[src/rtl/adder_result_stage_if.sv]
// rtl/adder_result_stage_if.sv - word stream bundle between prefix_adder and its result stage
interface adder_result_stage_if #(
  parameter int width = 32
);
  logic             in_valid;
  logic             in_ready;
  logic             in_first;
  logic             in_last;
  logic [width-1:0] in_sum;
  logic             in_cout;
  logic             in_a_msb;
  logic             in_b_msb;
  logic             out_valid;
  logic             out_ready;
  logic [width-1:0] out_sum;
  logic             out_last;
  logic [3:0]       out_flags;

  // Result stage side: consumes adder words, produces registered results.
  modport slave (
    input  in_valid, in_first, in_last, in_sum, in_cout, in_a_msb, in_b_msb, out_ready,
    output in_ready, out_valid, out_sum, out_last, out_flags
  );

  // Environment side: supplies adder words and sinks results.
  modport master (
    output in_valid, in_first, in_last, in_sum, in_cout, in_a_msb, in_b_msb, out_ready,
    input  in_ready, out_valid, out_sum, out_last, out_flags
  );
endinterface

[src/rtl/adder_result_stage.sv]
// rtl/adder_result_stage.sv - registered skid-buffered result stage with carry chaining and NZCV flags
module adder_result_stage #(
  parameter int width = 32
) (
  input  logic                 clk,
  input  logic                 rst_n,
  input  logic                 cin_ext,
  output logic                 adder_cin,
  adder_result_stage_if.slave  bus
);

  typedef enum logic [1:0] {
    OCC_EMPTY = 2'd0,
    OCC_MAIN  = 2'd1,
    OCC_FULL  = 2'd2
  } occ_t;

  occ_t             occ_q;
  occ_t             occ_d;
  logic             accept;
  logic             drain;
  logic             load_main;
  logic             load_skid;
  logic             move_skid;

  logic             carry_q;
  logic             zero_acc;
  logic             zero_word;
  logic             zero_new;
  logic             ovf_word;
  logic [3:0]       flags_word;

  logic [width-1:0] main_sum;
  logic             main_last;
  logic [3:0]       main_flags;
  logic [width-1:0] skid_sum;
  logic             skid_last;
  logic [3:0]       skid_flags;

  // The skid entry is only ever occupied in FULL, so readiness is a pure register decode.
  assign bus.in_ready  = (occ_q != OCC_FULL);
  assign bus.out_valid = (occ_q != OCC_EMPTY);
  assign bus.out_sum   = main_sum;
  assign bus.out_last  = main_last;
  assign bus.out_flags = main_flags;

  assign accept = bus.in_valid & bus.in_ready;
  assign drain  = bus.out_valid & bus.out_ready;

  // A first word always seeds from cin_ext, so a stray in_first silently restarts the chain.
  assign adder_cin = bus.in_first ? cin_ext : carry_q;

  assign zero_word  = (bus.in_sum == '0);
  assign zero_new   = (bus.in_first | zero_acc) & zero_word;
  assign ovf_word   = (bus.in_a_msb == bus.in_b_msb) & (bus.in_sum[width-1] != bus.in_a_msb);
  assign flags_word = bus.in_last ? {bus.in_sum[width-1], zero_new, bus.in_cout, ovf_word} : 4'b0000;

  // Occupancy state register.
  always_ff @(posedge clk or negedge rst_n) begin
    if (!rst_n) occ_q <= OCC_EMPTY;
    else        occ_q <= occ_d;
  end

  // Occupancy next-state and entry load strobes; accept+drain together keeps occupancy.
  always_comb begin
    occ_d     = occ_q;
    load_main = 1'b0;
    load_skid = 1'b0;
    move_skid = 1'b0;
    case (occ_q)
      OCC_EMPTY: begin
        if (accept) begin
          load_main = 1'b1;
          occ_d     = OCC_MAIN;
        end
      end
      OCC_MAIN: begin
        if (accept && drain) begin
          load_main = 1'b1;
        end else if (accept) begin
          load_skid = 1'b1;
          occ_d     = OCC_FULL;
        end else if (drain) begin
          occ_d     = OCC_EMPTY;
        end
      end
      OCC_FULL: begin
        if (drain) begin
          move_skid = 1'b1;
          occ_d     = OCC_MAIN;
        end
      end
      default: occ_d = OCC_EMPTY;
    endcase
  end

  // Main entry drives the outputs; it changes only on load or skid promotion, so it holds under stall.
  always_ff @(posedge clk or negedge rst_n) begin
    if (!rst_n) begin
      main_sum   <= '0;
      main_last  <= 1'b0;
      main_flags <= 4'b0000;
    end else if (load_main) begin
      main_sum   <= bus.in_sum;
      main_last  <= bus.in_last;
      main_flags <= flags_word;
    end else if (move_skid) begin
      main_sum   <= skid_sum;
      main_last  <= skid_last;
      main_flags <= skid_flags;
    end
  end

  // Skid entry catches the word accepted while main is stalled.
  always_ff @(posedge clk or negedge rst_n) begin
    if (!rst_n) begin
      skid_sum   <= '0;
      skid_last  <= 1'b0;
      skid_flags <= 4'b0000;
    end else if (load_skid) begin
      skid_sum   <= bus.in_sum;
      skid_last  <= bus.in_last;
      skid_flags <= flags_word;
    end
  end

  // Chain state: carry and running all-zero tracker for multi-word sums.
  always_ff @(posedge clk or negedge rst_n) begin
    if (!rst_n) begin
      carry_q  <= 1'b0;
      zero_acc <= 1'b1;
    end else if (accept) begin
      carry_q  <= bus.in_cout;
      zero_acc <= zero_new;
    end
  end

endmodule

[src/flat_wrapper.sv]
// flat-port wrapper written by rule: the top's interface ports become plain ports
module adder_result_stage_flat 
#(
  parameter int width = 32
)
  (clk, rst_n, cin_ext, adder_cin, bus_in_valid, bus_in_first, bus_in_last, bus_in_sum, bus_in_cout, bus_in_a_msb, bus_in_b_msb, bus_out_ready, bus_in_ready, bus_out_valid, bus_out_sum, bus_out_last, bus_out_flags);
  adder_result_stage_if #(.width(width)) bus_i ();
  input  logic clk;
  input  logic rst_n;
  input  logic cin_ext;
  output logic adder_cin;
  input wire logic [$bits(bus_i.in_valid)-1:0] bus_in_valid;
  input wire logic [$bits(bus_i.in_first)-1:0] bus_in_first;
  input wire logic [$bits(bus_i.in_last)-1:0] bus_in_last;
  input wire logic [$bits(bus_i.in_sum)-1:0] bus_in_sum;
  input wire logic [$bits(bus_i.in_cout)-1:0] bus_in_cout;
  input wire logic [$bits(bus_i.in_a_msb)-1:0] bus_in_a_msb;
  input wire logic [$bits(bus_i.in_b_msb)-1:0] bus_in_b_msb;
  input wire logic [$bits(bus_i.out_ready)-1:0] bus_out_ready;
  output wire logic [$bits(bus_i.in_ready)-1:0] bus_in_ready;
  output wire logic [$bits(bus_i.out_valid)-1:0] bus_out_valid;
  output wire logic [$bits(bus_i.out_sum)-1:0] bus_out_sum;
  output wire logic [$bits(bus_i.out_last)-1:0] bus_out_last;
  output wire logic [$bits(bus_i.out_flags)-1:0] bus_out_flags;
  assign bus_i.in_valid = bus_in_valid;
  assign bus_i.in_first = bus_in_first;
  assign bus_i.in_last = bus_in_last;
  assign bus_i.in_sum = bus_in_sum;
  assign bus_i.in_cout = bus_in_cout;
  assign bus_i.in_a_msb = bus_in_a_msb;
  assign bus_i.in_b_msb = bus_in_b_msb;
  assign bus_i.out_ready = bus_out_ready;
  assign bus_in_ready = bus_i.in_ready;
  assign bus_out_valid = bus_i.out_valid;
  assign bus_out_sum = bus_i.out_sum;
  assign bus_out_last = bus_i.out_last;
  assign bus_out_flags = bus_i.out_flags;
  adder_result_stage #(.width(width)) u_core (.clk(clk), .rst_n(rst_n), .cin_ext(cin_ext), .adder_cin(adder_cin), .bus(bus_i));
endmodule
[config.mk]
export PLATFORM = sky130hd
export DESIGN_NAME = adder_result_stage_flat
export DESIGN_NICKNAME = d
export VERILOG_FILES = /design/src/rtl/adder_result_stage_if.sv /design/src/rtl/adder_result_stage.sv /design/src/flat_wrapper.sv
export SDC_FILE = /design/constraint.sdc
export NUM_CORES = 1
export LEC_CHECK = 0
export CORE_MARGIN = 1.5
export CORE_UTILIZATION = 41
export DETAILED_ROUTE_END_ITERATION = 6
export PLACE_DENSITY = 0.68
export SLEW_MARGIN = 20
export SYNTH_ARGS = -nofsm -noshare
export SYNTH_HDL_FRONTEND = slang
export SYNTH_SLANG_ARGS = --single-unit
[constraint.sdc]
create_clock -name clk -period 1.6 [get_ports clk]
set_input_delay 0.24 -clock clk [delete_from_list [all_inputs] [get_ports clk]]
set_output_delay 0.24 -clock clk [all_outputs]
set_load 0.01 [all_outputs]
Word level (Yosys, flattened, before mapping):

Index checks and enable logic that the tools add are counted.

* register bits after elaboration: 78
* bits in latches: 0
* RAM bits: 0
* bits in read-only memories: 0
* bits of input ports: 42
* output and inout bits: 40
* logic and storage cells: 50
* memories: 0

* add/subtract/negate cells: 0
* multipliers: 0
* divide/modulo/power cells: 0
* magnitude comparators: 0
* eq/ne operators: 9
* shift-type cells: 0
* muxes and demuxes: 21
* bitwise gates (word level): 5
* reduce and logical (&&, ||, !) cells: 6

Operators by type and width (count)
* 32-bit 2-to-1 mux: 2
* 32-bit zero test: 1
* 4-bit 2-to-1 mux: 3
* 2-bit 2-to-1 mux: 5
* 1-bit 2-to-1 mux: 9
* 2-bit one-hot mux with 3 select lines: 1
* 1-bit AND: 4
* 2-bit by 1-bit inequality test with 1-bit output (second input constant): 2
* 2-bit inequality test (second input constant): 2
* 4-bit AND reduction: 1
* 2-bit nonzero test: 2
* 3-bit by 1-bit inequality test with 1-bit output (second input constant): 1
* 2-bit by 1-bit == test with 1-bit output (second input constant): 1
* 2-bit == test (second input constant): 1
* 2-bit zero test: 1
* 1-bit one-hot mux with 2 select lines: 1
* 1-bit == test: 1
* 1-bit logical AND: 1
* 1-bit inequality test: 1
* 1-bit OR: 1

Longest topological paths before layout:

* depth after elaboration: 6
* gate-level depth with buffers: 6
* gate-level depth less buffers: 4

Least setup slack after synthesis:

OpenSTA, ideal clock, no wires.

* path type: reg-to-reg
* from: reg u_core.occ_q[0]
* to: reg u_core.main_flags[0], in the netlist u_core.bus.out_flags[0]
* library setup time: 126 ps
* data arrival time: 1129 ps
* required time: 1474 ps
* slack: 344 ps
* stages on the path, launching flop included: 6
* buffers on the path: 1
* period minus slack after synthesis: 1256 ps
* path through: dfrtp_1 -> nand3b_1 -> buf_6 -> mux2_4 -> nor2_1 -> a21oi_1

* longest elaborated chain between the ends: 6
* elaborated cells on any way between the ends: 15
* classes of those cells: eq/ne: 3; mux: 6; bitwise: 2; reduce/logical: 4

RTL lines
* from (decl): line adder_result_stage.sv:18 `occ_t occ_q;`
* from (signal assigned): line adder_result_stage.sv:60 `if (!rst_n) occ_q <= OCC_EMPTY;`
* from (signal assigned): line adder_result_stage.sv:61 `else occ_q <= occ_d;`
* 2-bit inequality test or 2-bit nonzero test (tied branches): line adder_result_stage.sv:41, adder_result_stage.sv:42
* 1-bit AND (on tied branches): line adder_result_stage.sv:47, adder_result_stage.sv:48
* 1-bit logical AND: line adder_result_stage.sv:78 `if (accept && drain) begin`
* 1-bit 2-to-1 mux: line adder_result_stage.sv:78
* 1-bit one-hot mux with 2 select lines: line adder_result_stage.sv:70 `case (occ_q)`
* 4-bit 2-to-1 mux or 2-bit nonzero test (tied branches)
* to (signal assigned): line adder_result_stage.sv:106 `main_flags <= flags_word;`
* to (signal assigned): line adder_result_stage.sv:110 `main_flags <= skid_flags;`
* to (decl): line adder_result_stage.sv:35 `logic [3:0] main_flags;`

Parallel ways exist; a longest one is shown, timed or not.
A chain may end at the register's enable or synchronous reset.

Worst setup path in the final report:

* from: reg u_core.occ_q[0]
* to: out bus_out_valid

* longest elaborated chain between the ends: 1

RTL lines
* 2-bit nonzero test: line adder_result_stage.sv:42 `assign bus.out_valid = (occ_q != OCC_EMPTY);`
* to (decl): line flat_wrapper.sv:21 `output wire logic [$bits(bus_i.out_valid)-1:0] bus_out_valid;`

No other way between the ends.

==> flow_summary.json <==
{
  "outcome": "completed",
  "dieArea_um2": 8970,
  "startpoint": "u_core.occ_q[0]$_DFFE_PN0P_",
  "drv_slew": 0,
  "synth_area_um2": 3450,
  "dr_total_vias": 2830,
  "syn-num-nets": 395,
  "endpoint_kind": "primary output",
  "synth.most_common_cell": "nand2_1",
  "finalCoreUtilization": 0.591,
  "clk_path_buf_depth": 2,
  "grt_pass1_vias": 2782,
  "path_cells": "or2_2, clkdlybuf4s15_1",
  "rows": 33,
  "nNetsFinal": 508,
  "grt_use_total": 0.192,
  "p_per_area_nw_per_um2": 1220,
  "setup_viol": 0,
  "cts_root_buf": "clkbuf_8",
  "timing.rr.end": "u_core.bus.out_sum[23]$_DFFE_PN0P_",
  "yosysSeqAreaShare": 0.566,
  "crit_end": "bus_out_valid",
  "rr_worst_depth": 6,
  "yosys-top-cells-count": "143 x nand2_1, 77 x dfrtp_1, 36 x mux2i_1",
  "drive_gt1_frac": 0.144,
  "path_delay_family": "flip-flops",
  "yosysTopAreaCellShare": 0.559,
  "synth_edf_count": 0,
  "min_period_ns": 1.55,
  "p_leak_uw": 0.00245,
  "finalNonFillerCells": 576,
  "die_w_um": 94.7,
  "slew_headroom": 0.700,
  "cts_buffers": 9,
  "totalWireLength_um": 7890,
  "antenna_left": 0,
  "grt_max_degree": 35,
  "fmaxAchievable_mhz": 643,
  "cpMaxStageDelayCell": "dfrtp_2",
  "clk_latency_ns": 0.35,
  "cts_max_level": 3,
  "final_area_um2": 4830,
  "drtIter0Drc": 127,
  "gp_congestion": 0.756,
  "drt-pass1-iter-count": 4,
  "synth_area_per_cell_um2": 9.77,
  "layout_setup_ws_ns": 0.0456,
  "synth.distinct_cells": 31,
  "synthToLayoutAreaGrowth_pct": 40.0,
  "finClkSkew_ns": 0.00893,
  "async_reset_ff_frac": 1.00,
  "yosysWarnings": 0,
  "cp_max_fo": 7,
  "dieHeight_um": 94.7,
  "r2r_start": "u_core.occ_q[1]$_DFFE_PN0P_",
  "globalRoute.totalOverflow": 0,
  "drt-vias-per-instance": 4.91,
  "cp_slowest_stage_delay_ns": 0.44,
  "insertedDiodeCount": 0,
  "fin_hold_ws_ns": 0.368,
  "synth_area_leader_cell": "dfrtp_1",
  "syn_inst": 353,
  "worst_pin_slew_ns": 0.446,
  "startpoint_type": "register",
  "synth_ff_type": "dfrtp_1",
  "drc": 0,
  "initial_core_util": 0.422,
  "antenna_found_initial": 0,
  "crit_required_ns": 1.36,
  "crit_buf_inv": 1,
  "hold_path.class": "input port to async pin",
  "critical_path_class": "register to primary output",
  "hold_violations": 0,
  "core-area_um2": 8180,
  "port_buffers": 81,
  "clk_pin_slew_ns": 0.08,
  "wl_per_cell_um": 13.7,
  "place_ws_ns": -0.317,
  "ir_drop_mv": 0.450,
  "synth-seq-cells": 78,
  "synth_area_leaders": "dfrtp_1 56%, nand2_1 16%, mux2i_1 10%, o21ai_1 4.4%, buf_6 1.6%",
  "worst-r2r-setup-slack_ns": 0.15,
  "cts_tree": "done",
  "cp.depth": 2,
  "numClockSinks": 78,
  "dpl.hpwl_um": 5790,
  "dpl_cell_area_um2": 4620,
  "maxCapViolations": 0,
  "worst_ep_arrival_time_ns": 1.31,
  "rsz0062_at_grt": "false",
  "dpl.cell_count": 557,
  "ios": 82,
  "min_period_over_period": 0.972,
  "grt_pass1_wl_um": 13200
}
## routing by layer
layer  global-route usage  share of wire
met5                    0              0
met2                0.314           0.47
met4               0.0522         0.0080
met3               0.0427          0.052
met1                0.257           0.47
## registers in the layout, summed over array words and instances (netlist names)
register,count
u_core.occ_q,2
u_core.bus.out_last,1
u_core.zero_acc,1
u_core.bus.out_sum,32
u_core.skid_sum,32
u_core.bus.out_flags,4
u_core.skid_flags,4
u_core.carry_q,1
u_core.skid_last,1
## power by group
part,internal [µW],leakage [µW],switching (µW)
Clock,606,0.0000857,715
Combinational,956,0.00139,765
Sequential,2530,0.000969,312
## how the worst min path moves through the flow
stage               slack, ns                                   to  depth (start not counted)  start
floorplan               -0.06  u_core.bus.out_flags[0]$_DFFE_PN0P_                          0  rst_n
global placement         0.21   u_core.bus.out_sum[10]$_DFFE_PN0P_                          1  rst_n
detailed placement       0.21   u_core.bus.out_sum[10]$_DFFE_PN0P_                          1  rst_n
CTS                      0.38   u_core.bus.out_sum[10]$_DFFE_PN0P_                          2  rst_n
global route             0.40   u_core.bus.out_sum[10]$_DFFE_PN0P_                          2  rst_n
finish                   0.37   u_core.bus.out_sum[10]$_DFFE_PN0P_                          2  rst_n
## what timing repair did
item                                   in CTS  in global routing
setup endpoints to repair                   3                  2
setup buffers                               0                  2
gates resized for setup                     6                  2
hold buffers                                1                  0
endpoints found under the hold margin      30                  0
pin swaps                                   0                  0
## kinds of logic after synthesis
logic type             synth area share
AO/OA/AOI/OAI                    0.0729
buffers and inverters            0.0414
flip-flops                        0.566
multiplexers                      0.115
AND/OR/NAND/NOR                   0.204
## per-stage QoR
stage | setup TNS, ns | total power [µW]
3_5_place_dp | -2.98 | 4610
5_1_grt | 0 | 6270
4_1_cts | 0 | 5940
3_3_place_gp | -1.83 | 4540
2_1_floorplan | 0 | 3650
6_report | 0 | 5880
## worst register-to-register path, delay by kind of cell (launching register included)
kind | cells | cell delay [ns]
flip-flops | 1 | 0.45
AO/OA/AOI/OAI | 1 | 0.08
AND/OR/NAND/NOR | 1 | 0.10
multiplexers | 1 | 0.21
buffers and inverters | 3 | 0.50
## layout make-up
cell class | instances | area (µm²)
fillers | 725 | 3350
well taps | 105 | 131
flip-flops and latches | 78 | 1960
multi-input cells | 255 | 1360
repair buffers | 122 | 1200
clock buffers | 11 | 141
clock inverters | 5 | 33.8
## cell usage in the layout (no fill, tap or decap), types with 2 or more instances in the layout
cell type | Yosys | final
nand2_1 | 143 | 143
clkdlybuf4s50_1 | 0 | 77
dfrtp_1 | 77 | 75
mux2i_1 | 36 | 36
buf_4 | 5 | 34
o21ai_1 | 30 | 30
clkbuf_8 | 0 | 10
nor4_1 | 8 | 8
o21ai_0 | 7 | 7
buf_12 | 0 | 7
a21oi_1 | 4 | 4
nand3_1 | 4 | 4
nor2_1 | 3 | 3
mux2_2 | 2 | 2
o31ai_1 | 2 | 2
clkinvlp_4 | 0 | 2
clkinv_2 | 0 | 2
clkdlybuf4s15_1 | 0 | 2
dfrtp_2 | 0 | 2
Note: power is estimated with default switching activity, not from simulation.
